<file path="src/rtl/nns_db_streamer.sv">
// Database source for the sequential nearest-neighbour search: holds DEPTH entries
// and streams slots 0..cnt-1 over valid/ready, framed by a clear pulse and a done pulse.
module nns_db_streamer #(
    parameter int W     = 15,
    parameter int DEPTH = 16,
    parameter int IDXW  = 4
) (
    input  logic            clk_i,
    input  logic            rst_ni,
    input  logic            wr_en_i,
    input  logic [IDXW-1:0] wr_addr_i,
    input  logic [W-1:0]    wr_data_i,
    output logic            wr_err_o,
    input  logic            start_i,
    input  logic [IDXW:0]   num_ent_i,
    output logic            search_clr_o,
    output logic            out_valid_o,
    input  logic            out_ready_i,
    output logic [W-1:0]    out_data_o,
    output logic [IDXW-1:0] out_idx_o,
    output logic            out_last_o,
    output logic            busy_o,
    output logic            done_o
);

    localparam logic [1:0] S_IDLE   = 2'd0;
    localparam logic [1:0] S_CLR    = 2'd1;
    localparam logic [1:0] S_STREAM = 2'd2;
    localparam logic [1:0] S_FIN    = 2'd3;

    localparam logic [IDXW:0] DEPTH_C = (IDXW+1)'(DEPTH);

    logic [1:0]      state_q, state_d;
    logic [IDXW-1:0] idx_q, idx_d;
    logic [IDXW:0]   cnt_q, cnt_d;
    logic            search_clr_q, busy_q, done_q;
    logic [W-1:0]    mem_q [DEPTH];

    logic streaming;
    logic last_beat;
    logic idle;

    assign idle      = (state_q == S_IDLE);
    assign streaming = (state_q == S_STREAM);
    assign last_beat = ({1'b0, idx_q} == (cnt_q - 1'b1));

    always_comb begin
        state_d = state_q;
        idx_d   = idx_q;
        cnt_d   = cnt_q;
        case (state_q)
            S_IDLE: begin
                if (start_i) begin
                    cnt_d   = (num_ent_i > DEPTH_C) ? DEPTH_C : num_ent_i;
                    idx_d   = '0;
                    state_d = S_CLR;
                end
            end
            S_CLR: begin
                state_d = (cnt_q == '0) ? S_FIN : S_STREAM;
            end
            S_STREAM: begin
                if (out_ready_i) begin
                    if (last_beat) begin
                        state_d = S_FIN;
                    end else begin
                        idx_d = idx_q + 1'b1;
                    end
                end
            end
            S_FIN: begin
                state_d = S_IDLE;
            end
            default: begin
                state_d = S_IDLE;
            end
        endcase
    end

    // Pulse outputs are registered from the next state so they line up with CLR/FIN.
    always_ff @(posedge clk_i or negedge rst_ni) begin
        if (!rst_ni) begin
            state_q      <= S_IDLE;
            idx_q        <= '0;
            cnt_q        <= '0;
            search_clr_q <= 1'b0;
            busy_q       <= 1'b0;
            done_q       <= 1'b0;
        end else begin
            state_q      <= state_d;
            idx_q        <= idx_d;
            cnt_q        <= cnt_d;
            search_clr_q <= (state_d == S_CLR);
            busy_q       <= (state_d != S_IDLE);
            done_q       <= (state_d == S_FIN);
        end
    end

    always_ff @(posedge clk_i or negedge rst_ni) begin
        if (!rst_ni) begin
            for (int unsigned i = 0; i < DEPTH; i++) begin
                mem_q[i] <= '0;
            end
        end else if (wr_en_i && idle) begin
            mem_q[wr_addr_i] <= wr_data_i;
        end
    end

    assign wr_err_o     = wr_en_i && !idle;
    assign search_clr_o = search_clr_q;
    assign busy_o       = busy_q;
    assign done_o       = done_q;
    assign out_valid_o  = streaming;
    assign out_data_o   = streaming ? mem_q[idx_q] : '0;
    assign out_idx_o    = streaming ? idx_q : '0;
    assign out_last_o   = streaming && last_beat;

endmodule
</file>
<file path="config.mk">
export PLATFORM = sky130hd
export DESIGN_NAME = nns_db_streamer
export DESIGN_NICKNAME = d
export VERILOG_FILES = /design/src/rtl/nns_db_streamer.sv
export SDC_FILE = /design/constraint.sdc
export NUM_CORES = 1
export LEC_CHECK = 0
export BUFFER_PORTS_ARGS = -buffer_cell sky130_fd_sc_hd__buf_2
export CORE_MARGIN = 2
export CORE_UTILIZATION = 30
export CTS_BUF_LIST = sky130_fd_sc_hd__clkbuf_8
export CTS_CLUSTER_DIAMETER = 30
export CTS_CLUSTER_SIZE = 24
export DETAILED_ROUTE_END_ITERATION = 8
export HOLD_SLACK_MARGIN = 0.05
export PLACE_DENSITY_LB_ADDON = 0.05
export SLEW_MARGIN = 40
export SYNTH_ARGS = -nofsm -noshare
export SYNTH_HDL_FRONTEND = slang
export SYNTH_SLANG_ARGS = --single-unit
</file>
<file path="constraint.sdc">
create_clock -name clk_i -period 1.95 [get_ports clk_i]
set_input_delay 0.195 -clock clk_i [delete_from_list [all_inputs] [get_ports clk_i]]
set_output_delay 0.195 -clock clk_i [all_outputs]
set_load 0.01 [all_outputs]
</file>
Word level (Yosys, flattened, before mapping)
Cells that the tools add are included.
Storage, ports and cells
  register bits after elaboration: 254
  output and inout port bits: 25
Operators by class
  add/sub/neg operators: 2
  magnitude comparators: 4
  eq/ne operators: 9
  multiplexer cells: 18
  bitwise logic cells: 2
  reduce and logical (&&, ||, !) cells: 11
Operators with widths (count)
  240-bit bitwise mux: 1
  15-bit binary-select mux with 4-bit select: 1
  15-bit demux with 4-bit select: 1
  15-bit 2-to-1 mux: 4
  4-bit 2-to-1 mux: 4
  5-bit greater-or-equal comparator (second input constant): 2
  4-bit NOT with 5-bit output: 2
  2-bit one-hot mux with 4 select lines: 1
  4-bit one-hot mux with 2 select lines: 1
  2-bit equality test (second input constant): 3
  2-bit 2-to-1 mux: 3
  2-bit != test (second input constant): 3
  4-bit by 5-bit equality test with 1-bit output: 1
  5-bit > comparator (second input constant): 1
  5-bit zero test: 1
  5-bit by 1-bit less-than comparator with 1-bit output (second input constant): 1
  5-bit 2-to-1 mux: 1
  5-bit by 1-bit subtractor with 5-bit output (second input constant): 1
  4-bit by 1-bit adder with 4-bit output (second input constant): 1
  2-bit by 1-bit equality test with 1-bit output (second input constant): 2
  1-bit logical AND: 4
  4-bit AND reduction: 1
  2-bit nonzero test: 2
  2-bit zero test: 1
  other kinds (3): 3

Longest topological paths before layout
Gate-level depths: netlist of the first run.
  depth in word-level cells: 6
  mapped depth: 10
  gate-level depth less buffers: 7

Worst setup path after synthesis of the first run
Ideal clock, no wire load.
  path type: register -> register
  start point: register state_q[0]
  end point: register mem_q[185] (netlist bit)
  library setup time: 0.125 ns
  arrival: 2.022 ns
  data required time: 1.825 ns
  setup slack: -0.197 ns
  stages on the path, launching flop included: 8
  period minus slack after synthesis: 2.147 ns
  cell sequence: dfrtp_1 inv_1 ha_1 buf_2 nand4_1 nor3_1 buf_2 mux2_2
On the way
  word-level cells in the longest chain between the ends: 2
RTL lines
  start, declared: RTL line 33  | logic [1:0] state_q, state_d;
  start signal, assigned: RTL line 90  | state_q <= state_d;
  2-bit zero test: RTL line 43  | assign idle = (state_q == S_IDLE);
  1-bit logical AND: RTL line 104  | end else if (wr_en_i && idle) begin
  end signal, assigned by index: RTL line 105  | mem_q[wr_addr_i] <= wr_data_i;
  end, declared: RTL line 37  | logic [W-1:0] mem_q [DEPTH];
Every way passes these cells.
A chain may end at the register's enable or synchronous reset.

Final worst setup path of the first run
  start point: register idx_q[0]
  end point: output port out_data_o[10]
On the way
  word-level cells in the longest chain between the ends: 5
RTL lines
  start, declared: RTL line 34  | logic [IDXW-1:0] idx_q, idx_d;
  start signal, assigned: RTL line 91  | idx_q <= idx_d;
  4-bit NOT with 5-bit output (implied by the code): RTL line 114  | assign out_data_o = streaming ? mem_q[idx_q] : '0;
  15-bit binary-select mux with 4-bit select: RTL line 114
  15-bit 2-to-1 mux (implied by the code) (2 in series): RTL line 114
  15-bit 2-to-1 mux: RTL line 114
  end, declared: RTL line 19  | output logic [W-1:0] out_data_o,
Every way passes these cells. The select of a mux whose other input is x is not followed.

==> results of run 1 <==
[cell usage in the layout (no fill, tap or decap), types with 5 or more instances in the layout]
cell / n
nand2_1: 10
mux2_4: 17
mux4_2: 75
dlygate4sd3_1: 24
nand2b_1: 9
nor2_1: 6
clkinvlp_4: 6
clkbuf_16: 7
dfrtp_1: 252
and2_4: 18
clkbuf_8: 100
buf_6: 33
buf_12: 23
clkinv_2: 13
o21ai_0: 5
nor2_2: 7
mux2_2: 223
buf_2: 31
inv_1: 18
buf_8: 5
buf_4: 43
[cell type report]
cell class	count	area, sq um
Clock inverter	39	291.5
Tap cell	518	648.1
Timing Repair Buffer	168	1856
Multi-Input combinational cell	424	5353
Fill cell	3533	22730
Sequential cell	254	6361
Inverter	9	36.28
Clock buffer	100	1376
[stage by stage]
step / cells / total power (W) / setup WS [ns]
after floorplan: 743 / 0.01390 / -0.08958
after global placement: 1317 / 0.01582 / -0.3007
after detailed placement: 1317 / 0.01606 / -0.3073
after CTS: 1493 / 0.02471 / -0.9685
after global routing: 1512 / 0.02641 / -0.9835
final: 1512 / 0.02489 / -0.8931
[metal layers]
metal | GRT usage, % | vias to the layer above | part of all wire, %
li1 | - | 3177 | -
met1 | 21.89 | 3886 | 44
met2 | 29.80 | 135 | 51
met3 | 3.531 | 56 | 3.2
met4 | 6.513 | 0 | 2.1
met5 | 0 | - | 0
[what timing repair did]
item                       CTS  global route
hold endpoints to repair   338             0
gates cloned                 1             8
hold buffers                24             0
pin swaps                   12            16
buffers inserted            12            13
setup endpoints to repair   82           108
resized for setup           50            50
[state kept, by name, summed over array words and instances (netlist names)]
register and count:
mem_q 240, cnt_q 5, idx_q 4, state_q 2
busy_o 1, done_o 1, search_clr_o 1
[cell families (layout without fill, tap and decap cells)]
group	Yosys count	after routing	synth area share, %
compound gates	19	19	1.131
buf+inv	65	316	2.550
xor+xnor	5	5	0.3734
simple gates	79	79	3.680
fa+ha+maj	5	5	0.5334
mux	316	316	37.54
flops	254	254	54.19
[power by group through the flow]
stage / Sequential, W / Combinational (W) / Clock, W
after floorplan: 0.00854 / 0.00536 / 0
after global placement: 0.00898 / 0.00684 / 0
after detailed placement: 0.00905 / 0.00701 / 0
after CTS: 0.00899 / 0.00758 / 0.00813
after global routing: 0.00931 / 0.00864 / 0.00846
final: 0.00899 / 0.00800 / 0.00790
[critical path, cell delays in order (launching register included)]
cell and delay, ns:
dfrtp_4 0.47, buf_6 0.15, buf_16 0.14, mux4_2 0.52, mux4_2 0.49, and2_4 0.15
buf_6 0.11
[how the worst min path moves through the flow]
stage	start	endpoint	slack, ns	depth (start not counted)
2_1_floorplan	rst_ni	busy_o	-0.10	0
3_3_place_gp	rst_ni	mem_q[233]	0.19	1
3_5_place_dp	rst_ni	mem_q[233]	0.20	1
4_1_cts	wr_data_i[11]	mem_q[236]	0.05	2
5_1_grt	wr_data_i[10]	mem_q[100]	0.08	2
6_report	wr_data_i[11]	mem_q[86]	0.09	2
==> impl_metrics.json, run 1 <==
{
  "p_comb_share_pct": 32.1,
  "syn_to_final_growth_pct": 35.75,
  "yosys-top-cells-count": "254 x dfrtp_1, 240 x mux2_2, 75 x mux4_2",
  "rsz0062_at_grt": "yes",
  "gp_congestion": 0.7329,
  "start_util_pct": 30.35,
  "synth_cell_types": 40,
  "placed_area_sq_um": 13180,
  "slew_violations": 0,
  "critPathLaunchType": "flop",
  "p_int_w": 0.01777,
  "htreeDepth": 3,
  "finalHoldViolations": 0,
  "cap_violations": 0,
  "critPathKind": "flop to output port",
  "max_freq_mhz": 351.7,
  "worstSetupStartpoint": "idx_q[0]",
  "nets": 968,
  "syn_inst": 743,
  "pwr-share-clk_pct": 31.7,
  "finalCritPeriodShare_pct": 145.8,
  "cts.sinks": 254,
  "syn_area_per_cell_sq_um": 15.79,
  "n_antenna_cell": 0,
  "finalClockSkew_ns": 0.02200,
  "violations": "setup timing",
  "synth.net_count": 777,
  "portBuffers": 53,
  "power_density_nw_per_um2": 1564,
  "rows": 72,
  "critPathArrivalTime_ns": 2.65,
  "cts-root-buf": "clkbuf_8",
  "die_x_um": 201.7,
  "yosys-top-cells-area": "dfrtp_1 54%, mux2_2 23%, mux4_2 14%, and2_1 1.0%, clkbuf_1 0.83%",
  "sequentialPowerShare_pct": 36.1,
  "netlist.area_leader.share_pct": 54.19,
  "rrSetupSlack_ns": -0.42,
  "synth_seq_cells": 254,
  "postLayoutCoreUtil_pct": 41.20,
  "avgRoutedWirePerCell_um": 23.22,
  "yosysWarningCount": 0,
  "timing.rr.end": "idx_q[0]",
  "cp-endpoint": "out_data_o[10]",
  "fin_tns_setup_ns": -15.65,
  "hpwl_um": 20720,
  "cp-end-kind": "output port",
  "via_per_inst": 4.798,
  "grt_use_total_pct": 17.46,
  "synth_edf_count": 0,
  "drc_errors": 0,
  "ys_seq_area_share_pct": 54.19,
  "slew_headroom_pct": 62.76,
  "leakage_nw": 7.146,
  "die_area_sq_um": 40690,
  "synth_top_area_cell": "dfrtp_1",
  "drtAntennaViolNets": 0,
  "grt_max_degree": 65,
  "synth.most_common_cell": "dfrtp_1",
  "grt_pass1_wl_um": 52570,
  "fp.dieH_um": 201.7,
  "ir_drop_mv": 0.4581,
  "clockBufferDepth": 3,
  "final_area_sq_um": 15920,
  "synth_area_sq_um": 11730,
  "routed_wl_um": 35110,
  "ff2ff_path_depth": 9,
  "swShare_pct": 28.61,
  "hold_class": "primary input to flop",
  "synthArstFlopShare_pct": 100.0,
  "grt_overflow": 0,
  "status": "complete, but fails checks",
  "hold-worst-slack_ns": 0.09080,
  "critical_path_required_ns": 1.75,
  "cts_tree": "built",
  "cp_max_fo": 5,
  "ys.flop_type": "dfrtp_1",
  "grt_pass1_vias": 8214,
  "layout-drive-gt1-share_pct": 64.08,
  "worstMarginPinSlew_ns": 0.5586,
  "worst_setup_hold_path_clk_slew_ns": 0.05,
  "fin_crit_ns": 2.843,
  "timing.rr.start": "idx_q[0]",
  "ios": 54,
  "drtIter0Drc": 207,
  "setup_viol": 27,
  "numCtsBuffers": 77,
  "power_switching_w": 0.007122,
  "clk_latency_ns": 0.61,
  "dr.pass1.iters": 4,
  "antenna_found_initial": 0,
  "vias": 7254,
  "core-area_sq_um": 38650,
  "fin_ws_ns": -0.8931
}
Note: power is estimated with default switching activity, not from simulation.
==> run 2: changes to the inputs <==
--- a/config.mk
+++ b/config.mk
@@ -5,6 +5,7 @@
 export SDC_FILE = /design/constraint.sdc
 export NUM_CORES = 1
 export LEC_CHECK = 0
+export ABC_CLOCK_PERIOD_IN_PS = 1950
 export BUFFER_PORTS_ARGS = -buffer_cell sky130_fd_sc_hd__buf_2
 export CORE_MARGIN = 2
 export CORE_UTILIZATION = 30
@@ -13,7 +14,6 @@
 export CTS_CLUSTER_SIZE = 24
 export DETAILED_ROUTE_END_ITERATION = 8
 export HOLD_SLACK_MARGIN = 0.05
-export PLACE_DENSITY_LB_ADDON = 0.05
 export SLEW_MARGIN = 40
 export SYNTH_ARGS = -nofsm -noshare
 export SYNTH_HDL_FRONTEND = slang
==> run 2 against run 1 <==
  * The flow still finishes with violations (setup timing)
  * Via count decreased by 3.2%
  * First-iteration DRC count rose by 49%
  * Routed wire length is 14% lower
  * Worst hold slack improved by 0.0095 ns
  * Critical path type unchanged
  * Die area is the same
  * Global-route usage is 2.7 points lower
  * Non-clock buffer count is 1 lower
  * Final area fell by 2.9%
  * Worst setup slack better by 0.013 ns
==> impl_metrics.json, run 2 (same netlist as run 1, synthesis figures left out) <==
{
  "cpMostUsedCell": "mux4_2",
  "grt_max_degree": 52,
  "setup_viol": 51,
  "cp-end-kind": "output port",
  "htreeDepth": 2,
  "slew_headroom_pct": 68.20,
  "portBuffers": 53,
  "instances_no_fill": 1459,
  "clk_latency_ns": 0.60,
  "final_cell_mix": "252 x dfrtp_1, 180 x mux2_2, 75 x mux4_2",
  "finalHoldViolations": 0,
  "fin_crit_ns": 2.830,
  "n_antenna_cell": 0,
  "status": "complete, but fails checks",
  "worstMarginPinSlew_ns": 0.4728,
  "ios": 54,
  "core-area_sq_um": 38650,
  "antenna_found_initial": 0,
  "grt_pass1_vias": 7890,
  "drtIter0Drc": 309,
  "cp_max_fo": 12,
  "drtAntennaViolNets": 0,
  "vias": 7021,
  "regMostFlops": "mem_q",
  "nets": 937,
  "final_common_cell": "dfrtp_1",
  "power_density_nw_per_um2": 1472,
  "finalClockSkew_ns": 0.03215,
  "cap_violations": 0,
  "ff2ff_path_depth": 10,
  "topRoutingLayerUsed": "met4",
  "cts_tree": "built",
  "largest_reg_flops": 240,
  "avgRoutedWirePerCell_um": 20.68,
  "cts-root-buf": "clkbuf_8",
  "n_fill_cell": 3530,
  "crit_chain": "buf_12 -> mux4_2 -> mux4_2 -> and2_4 -> buf_6",
  "fin_tns_setup_ns": -16.85,
  "layout-drive-gt1-share_pct": 63.23,
  "final_area_sq_um": 15460,
  "placed_area_sq_um": 13220,
  "crit_slowest_cell": "mux4_2",
  "die_x_um": 201.7,
  "syn_to_final_growth_pct": 31.80,
  "numCtsBuffers": 47,
  "grt_overflow": 0,
  "critPathArrivalTime_ns": 2.63,
  "drc_errors": 0,
  "grt_use_total_pct": 14.75,
  "cp.buffers_inverters": 2,
  "max_freq_mhz": 353.4,
  "violations": "setup timing",
  "via_per_inst": 4.812,
  "critical_path_required_ns": 1.75,
  "wl_met3_um": 957,
  "start_util_pct": 30.35,
  "hpwl_um": 18610,
  "finalCritPeriodShare_pct": 145.1,
  "slew_violations": 0,
  "min_path_cells": 2,
  "critPathLaunchType": "flop",
  "critPathKind": "flop to output port",
  "reg.largest.list": "mem_q x240, cnt_q x5, idx_q x4",
  "die_area_sq_um": 40690,
  "max_stage_delay_ns": 0.53,
  "cts.sinks": 254,
  "crit_family": "multiplexers",
  "gp_congestion": 0.7663,
  "rsz0062_at_grt": "yes",
  "leakage_nw": 6.882,
  "grt_pass1_wl_um": 46110,
  "rows": 72,
  "fin_ws_ns": -0.8799,
  "routed_wl_um": 30170,
  "ir_drop_mv": 0.5394,
  "dr.pass1.iters": 4,
  "cp.depth": 5,
  "fp.dieH_um": 201.7,
  "clockBufferDepth": 3,
  "hold_class": "primary input to flop",
  "wl_met2_um": 15440,
  "wl_met1_um": 13020,
  "worst_setup_hold_path_clk_slew_ns": 0.08,
  "post-place-cells": 1325
}
## run 2: cell count changes in the layout (fill, tap and decap cells not counted), sizes merged
cell | previous run | this run
inv | 23 | 22
clkbuf | 107 | 57
bufinv | 3 | 5
clkinv | 16 | 10
dlygate4sd3 | 24 | 21
buf | 137 | 142
## run 2: report_power, final
| part | internal [W] | total [W] | switching (W) |
|---|---|---|---|
| registers | 0.00770 | 0.00899 | 0.00129 |
| logic | 0.00505 | 0.00787 | 0.00282 |
| clock network | 0.00331 | 0.00590 | 0.00259 |
| total | 0.0161 | 0.0228 | 0.00670 |
## run 2: timing repair
item,CTS,global route
cloned,2,5
gates resized for setup,68,94
pin swaps,14,7
endpoints found under the setup margin,82,182
setup buffers,16,8
hold buffers,21,0
hold endpoints to repair,346,0
## run 2: final cells by class
| class | instances | area [sq um] | share of cell area, % |
|---|---|---|---|
| timing repair buffer | 167 | 1777 | 11.49 |
| clock buffer | 53 | 729.5 | 4.719 |
| clock inverter | 34 | 374.1 | 2.420 |
| multi-input combinational | 424 | 5533 | 35.79 |
| tap | 518 | 648.1 | 4.193 |
| sequential | 254 | 6361 | 41.15 |
| inverter | 9 | 36.28 | 0.2347 |
## run 2: stage by stage
| step | worst slack (ns) | util, % | hold WS [ns] | total power (W) |
|---|---|---|---|---|
| after global placement | -0.2902 | 34.19 | 0.1434 | 0.01570 |
| final | -0.8799 | 40.00 | 0.1003 | 0.02276 |
| after floorplan | -0.08958 | - | -0.1006 | 0.01390 |
| after detailed placement | -0.3012 | 34.19 | 0.1424 | 0.01593 |
| after CTS | -0.9500 | 38.83 | 0.05082 | 0.02260 |
| after global routing | -0.9640 | 40.00 | 0.1074 | 0.02406 |
## run 2: worst paths after layout
check / start / endpoint / slack [ns]
hold reg to reg: mem_q[118] / mem_q[118] / 0.50
hold / removal: wr_data_i[8] / mem_q[188] / 0.10
max in group asynchronous: rst_ni / mem_q[239] / 1.16
min in group asynchronous: rst_ni / mem_q[99] / 0.12
setup / recovery: idx_q[0] / out_data_o[4] / -0.88
setup reg to reg: idx_q[0] / idx_q[0] / -0.51
## run 2: per-layer routing
metal / GRT usage, % / vias to the layer above
li1: - / 3092
met1: 18.30 / 3753
met2: 25.94 / 119
met3: 2.559 / 57
met4: 5.068 / 0
met5: 0 / -
